$ cat src/rtl/branch_pc_ctrl_pkg.sv
// ============================================================================
// Module : branch_pc_ctrl_pkg
// Brief  : Shared constants, state encoding and op-priority decode for the PC controller.
// Rev    : 1.0
// ============================================================================
`default_nettype none

package branch_pc_ctrl_pkg;

    localparam logic [0:0] ST_IDLE     = 1'b0;
    localparam logic [0:0] ST_WAIT_ALU = 1'b1;

    localparam logic [31:0] DEFAULT_RESET_PC = 32'h0000_0000;
    localparam int          WORD_SHIFT       = 2;

    typedef enum logic [1:0] {
        OP_SEQ = 2'd0,
        OP_J   = 2'd1,
        OP_BEQ = 2'd2,
        OP_BNE = 2'd3
    } op_sel_e;

    // Several decoded ops at once resolve as j > beq > bne > sequential.
    function automatic op_sel_e op_select(input logic op_j,
                                          input logic op_beq,
                                          input logic op_bne);
        op_sel_e sel;
        if (op_j)        sel = OP_J;
        else if (op_beq) sel = OP_BEQ;
        else if (op_bne) sel = OP_BNE;
        else             sel = OP_SEQ;
        return sel;
    endfunction

endpackage

`default_nettype wire

$ cat src/rtl/branch_pc_ctrl_target_gen.sv
// ============================================================================
// Module : branch_target_gen
// Brief  : Combinational next-PC candidates: pc+4, branch target, jump target.
// Rev    : 1.0
// ============================================================================
`default_nettype none

module branch_target_gen
    import branch_pc_ctrl_pkg::*;
#(
    parameter int WIDTH = 32
) (
    input  logic [WIDTH-1:0] pc,
    input  logic [15:0]      imm16,
    input  logic [25:0]      jaddr,
    output logic [WIDTH-1:0] pc_plus4,
    output logic [WIDTH-1:0] br_target,
    output logic [WIDTH-1:0] j_target
);

    logic [WIDTH-1:0] w_offset;
    logic [27:0]      w_j_low;

    assign pc_plus4  = pc + WIDTH'(4);
    assign w_offset  = WIDTH'($signed(imm16)) << WORD_SHIFT;
    assign br_target = pc_plus4 + w_offset;
    assign w_j_low   = {jaddr, 2'b00};

    // The jump keeps the 256 MiB region of the following instruction.
    if (WIDTH > 28) begin : g_j_region
        assign j_target = {pc_plus4[WIDTH-1:28], w_j_low};
    end else begin : g_j_narrow
        assign j_target = w_j_low[WIDTH-1:0];
    end

endmodule

`default_nettype wire

$ cat src/rtl/branch_pc_ctrl.sv
// ============================================================================
// Module : branch_pc_ctrl
// Brief  : PC register with sequential advance, j, and beq/bne resolved on the ALU zero flag.
// Rev    : 1.0
// ============================================================================
`default_nettype none

module branch_pc_ctrl
    import branch_pc_ctrl_pkg::*;
#(
    parameter int               WIDTH    = 32,
    parameter logic [WIDTH-1:0] RESET_PC = WIDTH'(DEFAULT_RESET_PC),
    parameter int               CNT_W    = 16
) (
    input  logic             clk,
    input  logic             rst_n,
    input  logic             step,
    input  logic             op_beq,
    input  logic             op_bne,
    input  logic             op_j,
    input  logic [15:0]      imm16,
    input  logic [25:0]      jaddr,
    input  logic             alu_valid,
    input  logic             alu_zero,
    output logic [WIDTH-1:0] pc,
    output logic [WIDTH-1:0] pc_plus4,
    output logic             busy,
    output logic             taken,
    output logic [CNT_W-1:0] taken_cnt
);

    logic [0:0]       state_q, state_d;
    logic [WIDTH-1:0] pc_q, pc_d;
    logic [WIDTH-1:0] target_q, target_d;
    logic             is_beq_q, is_beq_d;
    logic             taken_q, taken_d;
    logic [CNT_W-1:0] taken_cnt_q, taken_cnt_d;

    logic [WIDTH-1:0] w_br_target;
    logic [WIDTH-1:0] w_j_target;
    op_sel_e          w_op;
    logic             w_cond;

    branch_target_gen #(
        .WIDTH (WIDTH)
    ) u_target_gen (
        .pc        (pc_q),
        .imm16     (imm16),
        .jaddr     (jaddr),
        .pc_plus4  (pc_plus4),
        .br_target (w_br_target),
        .j_target  (w_j_target)
    );

    assign w_op   = op_select(op_j, op_beq, op_bne);
    assign w_cond = is_beq_q ? alu_zero : ~alu_zero;

    always_ff @(posedge clk or negedge rst_n) begin
        if (!rst_n) begin
            state_q     <= ST_IDLE;
            pc_q        <= RESET_PC;
            target_q    <= '0;
            is_beq_q    <= 1'b0;
            taken_q     <= 1'b0;
            taken_cnt_q <= '0;
        end else begin
            state_q     <= state_d;
            pc_q        <= pc_d;
            target_q    <= target_d;
            is_beq_q    <= is_beq_d;
            taken_q     <= taken_d;
            taken_cnt_q <= taken_cnt_d;
        end
    end

    always_comb begin
        state_d = state_q;
        case (state_q)
            ST_IDLE: begin
                if (step && (w_op == OP_BEQ || w_op == OP_BNE)) begin
                    state_d = ST_WAIT_ALU;
                end
            end
            ST_WAIT_ALU: begin
                if (alu_valid) begin
                    state_d = ST_IDLE;
                end
            end
            default: state_d = ST_IDLE;
        endcase
    end

    // alu_valid only matters in WAIT_ALU; step only matters in IDLE.
    always_comb begin
        pc_d     = pc_q;
        target_d = target_q;
        is_beq_d = is_beq_q;
        taken_d  = 1'b0;
        case (state_q)
            ST_IDLE: begin
                if (step) begin
                    case (w_op)
                        OP_J: begin
                            pc_d    = w_j_target;
                            taken_d = 1'b1;
                        end
                        OP_BEQ, OP_BNE: begin
                            target_d = w_br_target;
                            is_beq_d = (w_op == OP_BEQ);
                        end
                        default: pc_d = pc_plus4;
                    endcase
                end
            end
            ST_WAIT_ALU: begin
                if (alu_valid) begin
                    if (w_cond) begin
                        pc_d    = target_q;
                        taken_d = 1'b1;
                    end else begin
                        pc_d = pc_plus4;
                    end
                end
            end
            default: pc_d = pc_q;
        endcase

        taken_cnt_d = taken_cnt_q;
        if (taken_d && !(&taken_cnt_q)) begin
            taken_cnt_d = taken_cnt_q + CNT_W'(1);
        end
    end

    always_comb begin
        busy      = (state_q == ST_WAIT_ALU);
        pc        = pc_q;
        taken     = taken_q;
        taken_cnt = taken_cnt_q;
    end

endmodule

`default_nettype wire
$ cat config.mk
export PLATFORM = sky130hd
export DESIGN_NAME = branch_pc_ctrl
export DESIGN_NICKNAME = d
export VERILOG_FILES = /design/src/rtl/branch_pc_ctrl_pkg.sv /design/src/rtl/branch_pc_ctrl_target_gen.sv /design/src/rtl/branch_pc_ctrl.sv
export SDC_FILE = /design/constraint.sdc
export NUM_CORES = 1
export LEC_CHECK = 0
export BUFFER_PORTS_ARGS = -buffer_cell sky130_fd_sc_hd__buf_2
export CAP_MARGIN = 20
export CORE_AREA = 2 2 126 104
export DETAILED_ROUTE_END_ITERATION = 6
export DIE_AREA = 0 0 128 106
export PLACE_DENSITY = 0.89
export SLEW_MARGIN = 5
export SYNTH_ARGS = -nofsm -noshare
export SYNTH_HDL_FRONTEND = slang
export SYNTH_HIERARCHICAL = 1
export SYNTH_SLANG_ARGS = --single-unit
$ cat constraint.sdc
create_clock -name clk -period 4.49 [get_ports clk]
set_clock_uncertainty 0.05 [all_clocks]
set_input_delay 0.898 -clock clk [delete_from_list [all_inputs] [get_ports clk]]
set_output_delay 0.898 -clock clk [all_outputs]
set_load 0.01 [all_outputs]
* Word-level counts from Yosys, hierarchy flattened
Index checks and enable logic that the tools add are counted.
** Cells by class
- Bitwise logic cells :: 2
- Equality and inequality tests :: 6
- Reductions and logical operators :: 8
- Multiplexer cells :: 17
- Add/subtract/negate cells :: 3
** Operator list (number)
- $pmux W32 S2 :: 2
- $mux W32 :: 3
- $add A32 B3 Y32 const B :: 1
- $add A32 B32 Y32 :: 1
- $add A16 B1 Y16 const B :: 1
- $reduce_and A16 Y1 :: 1
- $mux W1 :: 7
- $mux W2 :: 3
- $ne A2 B2 Y1 const B :: 3
- $reduce_and A3 Y1 :: 2
- $eq A2 B2 Y1 const B :: 2
- $pmux W1 S2 :: 2
- $eq A2 B1 Y1 const B :: 1
- $logic_and A1 B1 Y1 :: 2
- $not A1 Y1 :: 2
- $reduce_or A2 Y1 :: 1
- $logic_not A1 Y1 :: 1
- $logic_or A1 B1 Y1 :: 1
** Word-level totals
- Word-level logic and storage cells :: 42
- Input bits :: 50
- Bits in registers :: 83
- Output and inout bits :: 82

* Longest topological paths before layout
Gate-level depths: netlist (run 1).
- Depth in word-level cells :: 8
- Gate-level depth with buffers :: 15
- Depth with buffers taken out :: 13

* By module
The synthesis (run 1) kept the hierarchy.
** By module, submodules not included
- branch_pc_ctrl :: seq. area each 2077.0 um^2, times used 1, area an instance 4274.1 um^2, cells each 406
- branch_target_gen :: seq. area each 0.0 um^2, times used 1, area an instance 2606.2 um^2, cells each 383

* Worst setup path before layout (run 1)
No wires, ideal clock.
- Kind :: reg-to-reg
- Start point :: reg pc_q[4] (netlist: pc[4])
- End point :: reg target_q[29]
- Cell stages (with the launch flop) :: 15
- Slack :: 0.922 ns
- Arrival :: 3.393 ns
- Buffers on the path :: 2
- Required time :: 4.315 ns
- Cells stage by stage :: dfrtp_1 > nand3_1 > nor2_1 > and2_0 > clkbuf_1 > nand3_1 > xnor2_1 > ha_1 > clkbuf_1 > a21oi_1 > o21bai_1 > or3_1 > a311oi_1 > and4b_1 > mux2_2
** On the way
- Word-level cells in the longest chain between the ends :: 2
** Ends and longest elaborated chain
- start: declaration :: line branch_pc_ctrl.sv:33 : logic [WIDTH-1:0] pc_q, pc_d;
- start signal: assignment :: line branch_pc_ctrl.sv:68 : pc_q <= pc_d;
- $add A32 B3 Y32 :: line branch_pc_ctrl_target_gen.sv:24 : assign pc_plus4 = pc + WIDTH'(4);
- via pc_plus4[26] :: line branch_pc_ctrl.sv:26 : output logic [WIDTH-1:0] pc_plus4,
- $add A32 B32 Y32 :: line branch_pc_ctrl_target_gen.sv:26 : assign br_target = pc_plus4 + w_offset;
- via w_br_target[29] :: line branch_pc_ctrl.sv:39 : logic [WIDTH-1:0] w_br_target;
- end signal: assignment :: line branch_pc_ctrl.sv:69 : target_q <= target_d;
- end: declaration :: line branch_pc_ctrl.sv:34 : logic [WIDTH-1:0] target_q, target_d;
The timed path passes the listed nets, and every way through them passes these cells.
A chain may end at the register's enable or synchronous reset.

* Worst setup path after layout (run 1)
- Start point :: reg pc_q[4] (netlist: pc[4])
- End point :: reg target_q[31]
** On the way
- Word-level cells in the longest chain between the ends :: 2
** Ends and longest elaborated chain (line)
- $add A32 B3 Y32 :: branch_pc_ctrl_target_gen.sv:24
- $add A32 B32 Y32 :: branch_pc_ctrl_target_gen.sv:26
- via w_br_target[31] :: branch_pc_ctrl.sv:39
The timed path passes the listed nets, and every way through them passes these cells.

==> run_results.csv, run 1 <==
group,metric,value,unit
timing,finalSetupViolCount,0,
power_and_ir_drop,ir_drop,0.387,mV
timing,worstMarginPinSlew,1090,ps
timing,setup_ws,361,ps
floorplan,num_rows,37,
setup_path,startpoint_type,"flip-flop",
clocking,cts_sinks,83,
synth,synthTopCellsByArea,"dfrtp_1 (30%), ha_1 (6.2%), nand2_1 (5.9%)",
grt,antenna_found_initial,0,
clocking,ctsHtreeMaxLevel,3,
clocking,clk_path_buf_depth,2,
clocking,cts_resized,0,
routing,drt_iter0_markers,505,
timing,fin_setup_tns,0,ps
synth,ys_seq_area_share,30.2,%
setup_path,critical_path.cell_chain,"nand3_1, nor2_1, and2_0, nand2_1, xnor2_1, ha_1, a21oi_1, o21ai_0, a221oi_1, o21ai_0, a221oi_1, xnor2_1, mux2_2",
floorplan,ios,132,
timing,slew_headroom,27.2,%
synth,ys_seq_elements,83,
finish,final_layout_size_suffix_gt1_share,24.1,%
grt,gr-usage-all-layers,27.4,%
floorplan,die_height,106,um
setup_path,required,4670,ps
clocking,post_cts_buffers,0,
synth,synth_mux_area_share,5.86,%
clocking,hold_buffers,0,
power_and_ir_drop,p_per_area,579,nW/um^2
status,status,"finished clean",
timing,hold_viol,0,
routing,vias,6267,
grt,grt_pass1_wl,29700,um
clocking,clk_latency,350,ps
timing,finalCriticalPeriod,4130,ps
setup_path,cpLargestDelayFamily,"compound AO/OA/AOI/OAI gates",
setup_path,path_buf_inv,0,
synth,synth_top_area_share,30.2,%
synth,ys_warn_count,6,
finish,final_nets,949,
synth,synth_top_family_by_area,"compound AO/OA/AOI/OAI gates",
timing,slew_viol_final,0,
synth,synth_top_flop_cell,"dfrtp_1",
routing,firstDrtPassIters,5,
routing,drc,0,
hold_path,hold_depth,1,
placement,dp_hpwl,13400,um
setup_path,endpoint_kind,"flip-flop",
grt,grt_max_degree,66,
placement,place_ws,481,ps
finish,diodes,0,
setup_path,cp.depth,13,
setup_path,critical_path_class,"flip-flop to flip-flop",
power_and_ir_drop,clockPowerShare,17.2,%
setup_path,critPathArrivalTime,4310,ps
power_and_ir_drop,p_total,4.44,mW
finish,fillCellCount,1043,
clocking,cts_tree,"yes",
placement,gp_congestion,0.959,
routing,viasPerCell,6.11,
floorplan,initial_core_util,55.5,%
finish,register_area,2080,um^2
synth,syn_area,6880,um^2
synth,synth_xor_area_share,9.00,%
run,drv_cap,0,
routing,route.final.wire_length,18500,um
power_and_ir_drop,switching_share,44.0,%
synth,yosys.area.top_type,"dfrtp_1",
finish,layout_commonest_cell,"buf_2",
timing,fmax,0.242,GHz
setup_path,slowest_delay,440,ps
floorplan,die_w,128,um
placement,placedCellCount,1009,
setup_path,critical_path.max_fanout,12,
setup_path,rr_worst_depth,13,
power_and_ir_drop,intPower,2.49,mW
setup_path,cpMaxStageDelayCell,"dfrtp_1",
timing,finalCritPeriodShare,92.0,%
hold_path,hold_class,"flip-flop to flip-flop",
finish,layout_common_cells,"buf_2 (130), nand2_1 (109), dfrtp_1 (82)",
floorplan,coreArea,12400,um^2
synth,synthArstFlopShare,100,%
power_and_ir_drop,p_sw,1.96,mW
power_and_ir_drop,combPwrFrac,53.1,%
routing,wl_per_cell,18.1,um
placement,port_buffers,131,
synth,synthAdderAreaFrac,6.47,%
synth,synth_edf_count,0,
clocking,numCtsBuffers,9,
finish,multi_input_area,4300,um^2
power_and_ir_drop,power.leakage,3.62,nW
clocking,clk_pin_slew_worst_paths,60,ps
synth,synth_compound_area_share,20.6,%
finish,area_growth_syn_to_layout,11.5,%
routing,drtAntennaViolNets,0,
synth,synth.distinct_cells,61,
synth,synth_simple_gate_area_share,20.2,%
timing,grt_setup_unrepaired,"no",
clocking,clockRootBuffer,"clkbuf_16",
power_and_ir_drop,seq_power_share,29.7,%
synth,avgSynthCellArea,8.72,um^2
finish,stdcell_count,1025,
grt,overflow,0,
synth,synthCells,789,
floorplan,dieArea,13600,um^2
grt,grt_pass1_vias,5819,
[sequential cells by signal, summed over array words and instances (netlist names)]
register / count
taken: 1
busy: 1
taken_cnt: 16
is_beq_q: 1
target_q: 32
pc: 32
[metal layers]
metal | up-vias | part of all wire, % | GRT usage [%]
li1 | 2992 | - | -
met1 | 2966 | 46 | 39.1
met2 | 286 | 45 | 42.4
met3 | 23 | 7.8 | 5.64
met4 | 0 | 1.3 | 7.14
met5 | - | 0 | 0
[Yosys cell counts, types with 2 or more instances]
library cell    n
nand2_1       109
dfrtp_1        83
buf_4          43
a211oi_1       36
a21o_1         36
a21oi_1        36
nor2_1         36
xnor2_1        36
a311oi_1       35
ha_1           34
mux2_2         34
nor2b_1        32
xor2_1         31
nand3_1        23
clkbuf_1       20
o21ai_0        19
nand4_1        18
nor3_1         16
inv_1          14
buf_2          13
and3_1          9
nor4_1          7
o21bai_1        7
a31oi_1         5
a221oi_1        3
and4_1          3
o211ai_1        3
o21ai_1         3
o31ai_1         3
or3_1           3
and2_1          2
clkbuf_2        2
mux2i_1         2
nand2b_1        2
nand4_2         2
nor3b_1         2
o21a_1          2
xnor2_2         2
[worst paths after layout]
path | start | to | slack (ps)
min in group asynchronous | rst_n | pc[19] | 540
hold / removal | taken_cnt[15] | taken_cnt[15] | 460
setup / recovery | pc[4] | target_q[31] | 360
hold reg to reg | taken_cnt[15] | taken_cnt[15] | 460
max in group asynchronous | rst_n | target_q[29] | 2970
setup reg to reg | pc[4] | target_q[31] | 360
[cell type report]
type | count | share of cell area, %
clock inverters | 6 | 0.848
inverters | 14 | 0.685
multi-input cells | 615 | 56.0
repair buffers | 141 | 9.72
flip-flops and latches | 83 | 27.1
well taps | 156 | 2.54
clock buffers | 10 | 3.11
[power groups by stage]
| stage | sequential (mW) | combinational (mW) | clock [mW] |
|---|---|---|---|
| 2_1_floorplan | 1.31 | 1.68 | 0 |
| 3_3_place_gp | 1.30 | 2.29 | 0 |
| 3_5_place_dp | 1.32 | 2.32 | 0 |
| 4_1_cts | 1.31 | 2.34 | 0.777 |
| 5_1_grt | 1.36 | 2.60 | 0.809 |
| 6_report | 1.32 | 2.36 | 0.763 |
[stage by stage]
| step | hold slack (ps) | area (um^2) | util [%] |
|---|---|---|---|
| global placement | 439 | 7370 | 59.4 |
| CTS | 455 | 7670 | 61.8 |
| detailed placement | 440 | 7370 | 59.4 |
| floorplan | 430 | 6880 | - |
| finish | 458 | 7670 | 61.8 |
| global route | 470 | 7670 | 61.8 |
[logic make-up after synthesis]
kind of cell,count (synthesis)
AO/OA/AOI/OAI,198
other,1
AND/OR/NAND/NOR,275
flip-flops,83
XOR/XNOR,69
buffers and inverters,92
multiplexers,36
adder cells (fa/ha/maj),35
(Power assumes the default switching activity.)
==> inputs of run 2 (changes only) <==
--- a/config.mk
+++ b/config.mk
@@ -7,10 +7,10 @@
 export LEC_CHECK = 0
 export BUFFER_PORTS_ARGS = -buffer_cell sky130_fd_sc_hd__buf_2
 export CAP_MARGIN = 20
-export CORE_AREA = 2 2 126 104
+export CORE_AREA = 2 2 135 110
 export DETAILED_ROUTE_END_ITERATION = 6
-export DIE_AREA = 0 0 128 106
-export PLACE_DENSITY = 0.89
+export DIE_AREA = 0 0 137 112
+export PLACE_DENSITY = 0.8
 export SLEW_MARGIN = 5
 export SYNTH_ARGS = -nofsm -noshare
 export SYNTH_HDL_FRONTEND = slang
==> run 2 against run 1 <==
Via count grew 0.49%. Power decreased by 1.0%. Design area grew 0.11%. Final cell count grew 2.7%. Highest routed layer unchanged.
==> run_results.csv, run 2 (synthesis results as in run 1) <==
group,metric,value,unit
status,status,"finished clean",
timing,whs,456,ps
finish,register_area,2080,um^2
clocking,clk_path_buf_depth,2,
routing,drt_iter0_markers,434,
timing,grt_setup_unrepaired,"no",
routing,route.final.wire_length,18800,um
floorplan,dieArea,15300,um^2
grt,grt_pass1_vias,5630,
run,drv_cap,0,
power_and_ir_drop,power.leakage,3.60,nW
setup_path,rr_worst_depth,13,
floorplan,ios,132,
floorplan,die_height,112,um
routing,vias,6298,
finish,fillCellCount,1350,
clocking,ctsHtreeMaxLevel,3,
timing,finalSetupViolCount,0,
setup_path,critPathArrivalTime,4120,ps
finish,final_layout_size_suffix_gt1_share,24.1,%
placement,port_buffers,131,
routing,wl_per_cell,17.9,um
setup_path,reg2reg_slack,560,ps
clocking,clockRootBuffer,"clkbuf_16",
finish,final_nets,949,
setup_path,r2r-end,"target_q[31]",
clocking,numCtsBuffers,9,
grt,antenna_found_initial,1,
setup_path,r2r-start,"pc[4]",
grt,overflow,0,
routing,viasPerCell,5.98,
timing,hold_viol,0,
timing,worstMarginPinSlew,833,ps
routing,firstDrtPassIters,5,
floorplan,initial_core_util,49.0,%
hold_path,min_from,"taken_cnt[15]",
setup_path,required,4680,ps
hold_path,min_to,"taken_cnt[15]",
finish,multi_input_area,4300,um^2
grt,grt_max_degree,69,
setup_path,startpoint_type,"flip-flop",
placement,gp_congestion,0.959,
timing,slew_headroom,44.5,%
power_and_ir_drop,ir_drop,0.311,mV
setup_path,cpMaxStageDelayCell,"dfrtp_1",
finish,layout_commonest_cell,"buf_2",
grt,gr-usage-all-layers,25.2,%
clocking,cts_tree,"yes",
floorplan,die_w,137,um
setup_path,startpoint,"pc[4]",
finish,area_growth_syn_to_layout,11.7,%
setup_path,critical_path.max_fanout,12,
routing,drtAntennaViolNets,0,
hold_path,hold_depth,1,
setup_path,critical_path_class,"flip-flop to flip-flop",
placement,dp_hpwl,13800,um
clocking,hold_buffers,0,
setup_path,critical_path.cell_chain,"nand3_1, nor2_2, and2_1, nand2_1, xnor2_1, ha_1, a21oi_1, o21ai_0, a221oi_1, o21ai_0, a221oi_1, xnor2_1, mux2_2",
finish,layout_common_cells,"buf_2 (130), nand2_1 (109), dfrtp_1 (82)",
timing,finalCritPeriodShare,87.5,%
clocking,cts_sinks,83,
floorplan,coreArea,14100,um^2
hold_path,hold_class,"flip-flop to flip-flop",
placement,place_ws,458,ps
timing,fin_setup_tns,0,ps
routing,drc,0,
setup_path,endpoint_kind,"flip-flop",
timing,setup_ws,561,ps
timing,slew_viol_final,0,
clocking,clk_latency,350,ps
grt,grt_pass1_wl,30300,um
setup_path,slowest_delay,450,ps
clocking,clk_pin_slew_worst_paths,70,ps
floorplan,num_rows,39,
timing,fmax,0.254,GHz
power_and_ir_drop,p_per_area,572,nW/um^2
timing,finalCriticalPeriod,3930,ps
==> run 2: how the worst max path moves through the flow <==
stage	end	slack, ps	cells past startpoint
finish	target_q[31]	560	13
CTS	target_q[31]	440	13
global placement	target_q[31]	690	13
detailed placement	target_q[31]	460	13
global route	target_q[31]	100	13
floorplan	target_q[29]	920	14
==> run 2: critical path: cells and delay by family, from the launching register on <==
kind | cells | cell delay [ps]
muxes | 1 | 260
AOI/OAI and AO/OA | 5 | 1200
adders and majority gates | 1 | 410
and+or+nand+nor | 4 | 1060
xor gates and xnor gates | 2 | 390
DFF | 1 | 450
==> run 2: power by group <==
part           leakage (nW)  internal [mW]  switching, mW  total [mW]
clock network         0.133          0.378          0.330       0.707
registers              1.03           1.02          0.286        1.31
logic                  2.44           1.01           1.37        2.38
==> run 2: metal layers <==
layer	vias to the layer above	track usage, %	share of wire (%)
met4	0	6.46	0.99
met2	248	34.7	42
met1	3039	39.1	49
met3	14	6.01	8.7
met5	-	0	0
li1	2997	-	-
==> run 2: cell type report <==
class / instances / share of cell area (%)
multi-input combinational: 615 / 56.0
sequential: 83 / 27.1
timing repair buffer: 141 / 9.71
tap: 184 / 3.00
clock buffer: 9 / 2.93
inverter: 14 / 0.684
clock inverter: 6 / 0.619
antenna: 1 / 0.0326
==> run 2: metrics by stage <==
step                      std cells  cell area (um^2)  utilization [%]  total power, mW
after floorplan                 790              6880                -             2.99
after global placement         1037              7400             52.7             3.62
after detailed placement       1037              7400             52.7             3.66
after CTS                      1052              7680             54.6             4.39
after global routing           1052              7680             54.6             4.74
final                          1053              7680             54.7             4.40
==> run 2: repair_timing <==
action	in CTS	in global routing
resized for setup	0	2
setup buffers	0	0
endpoints found under the setup margin	0	1
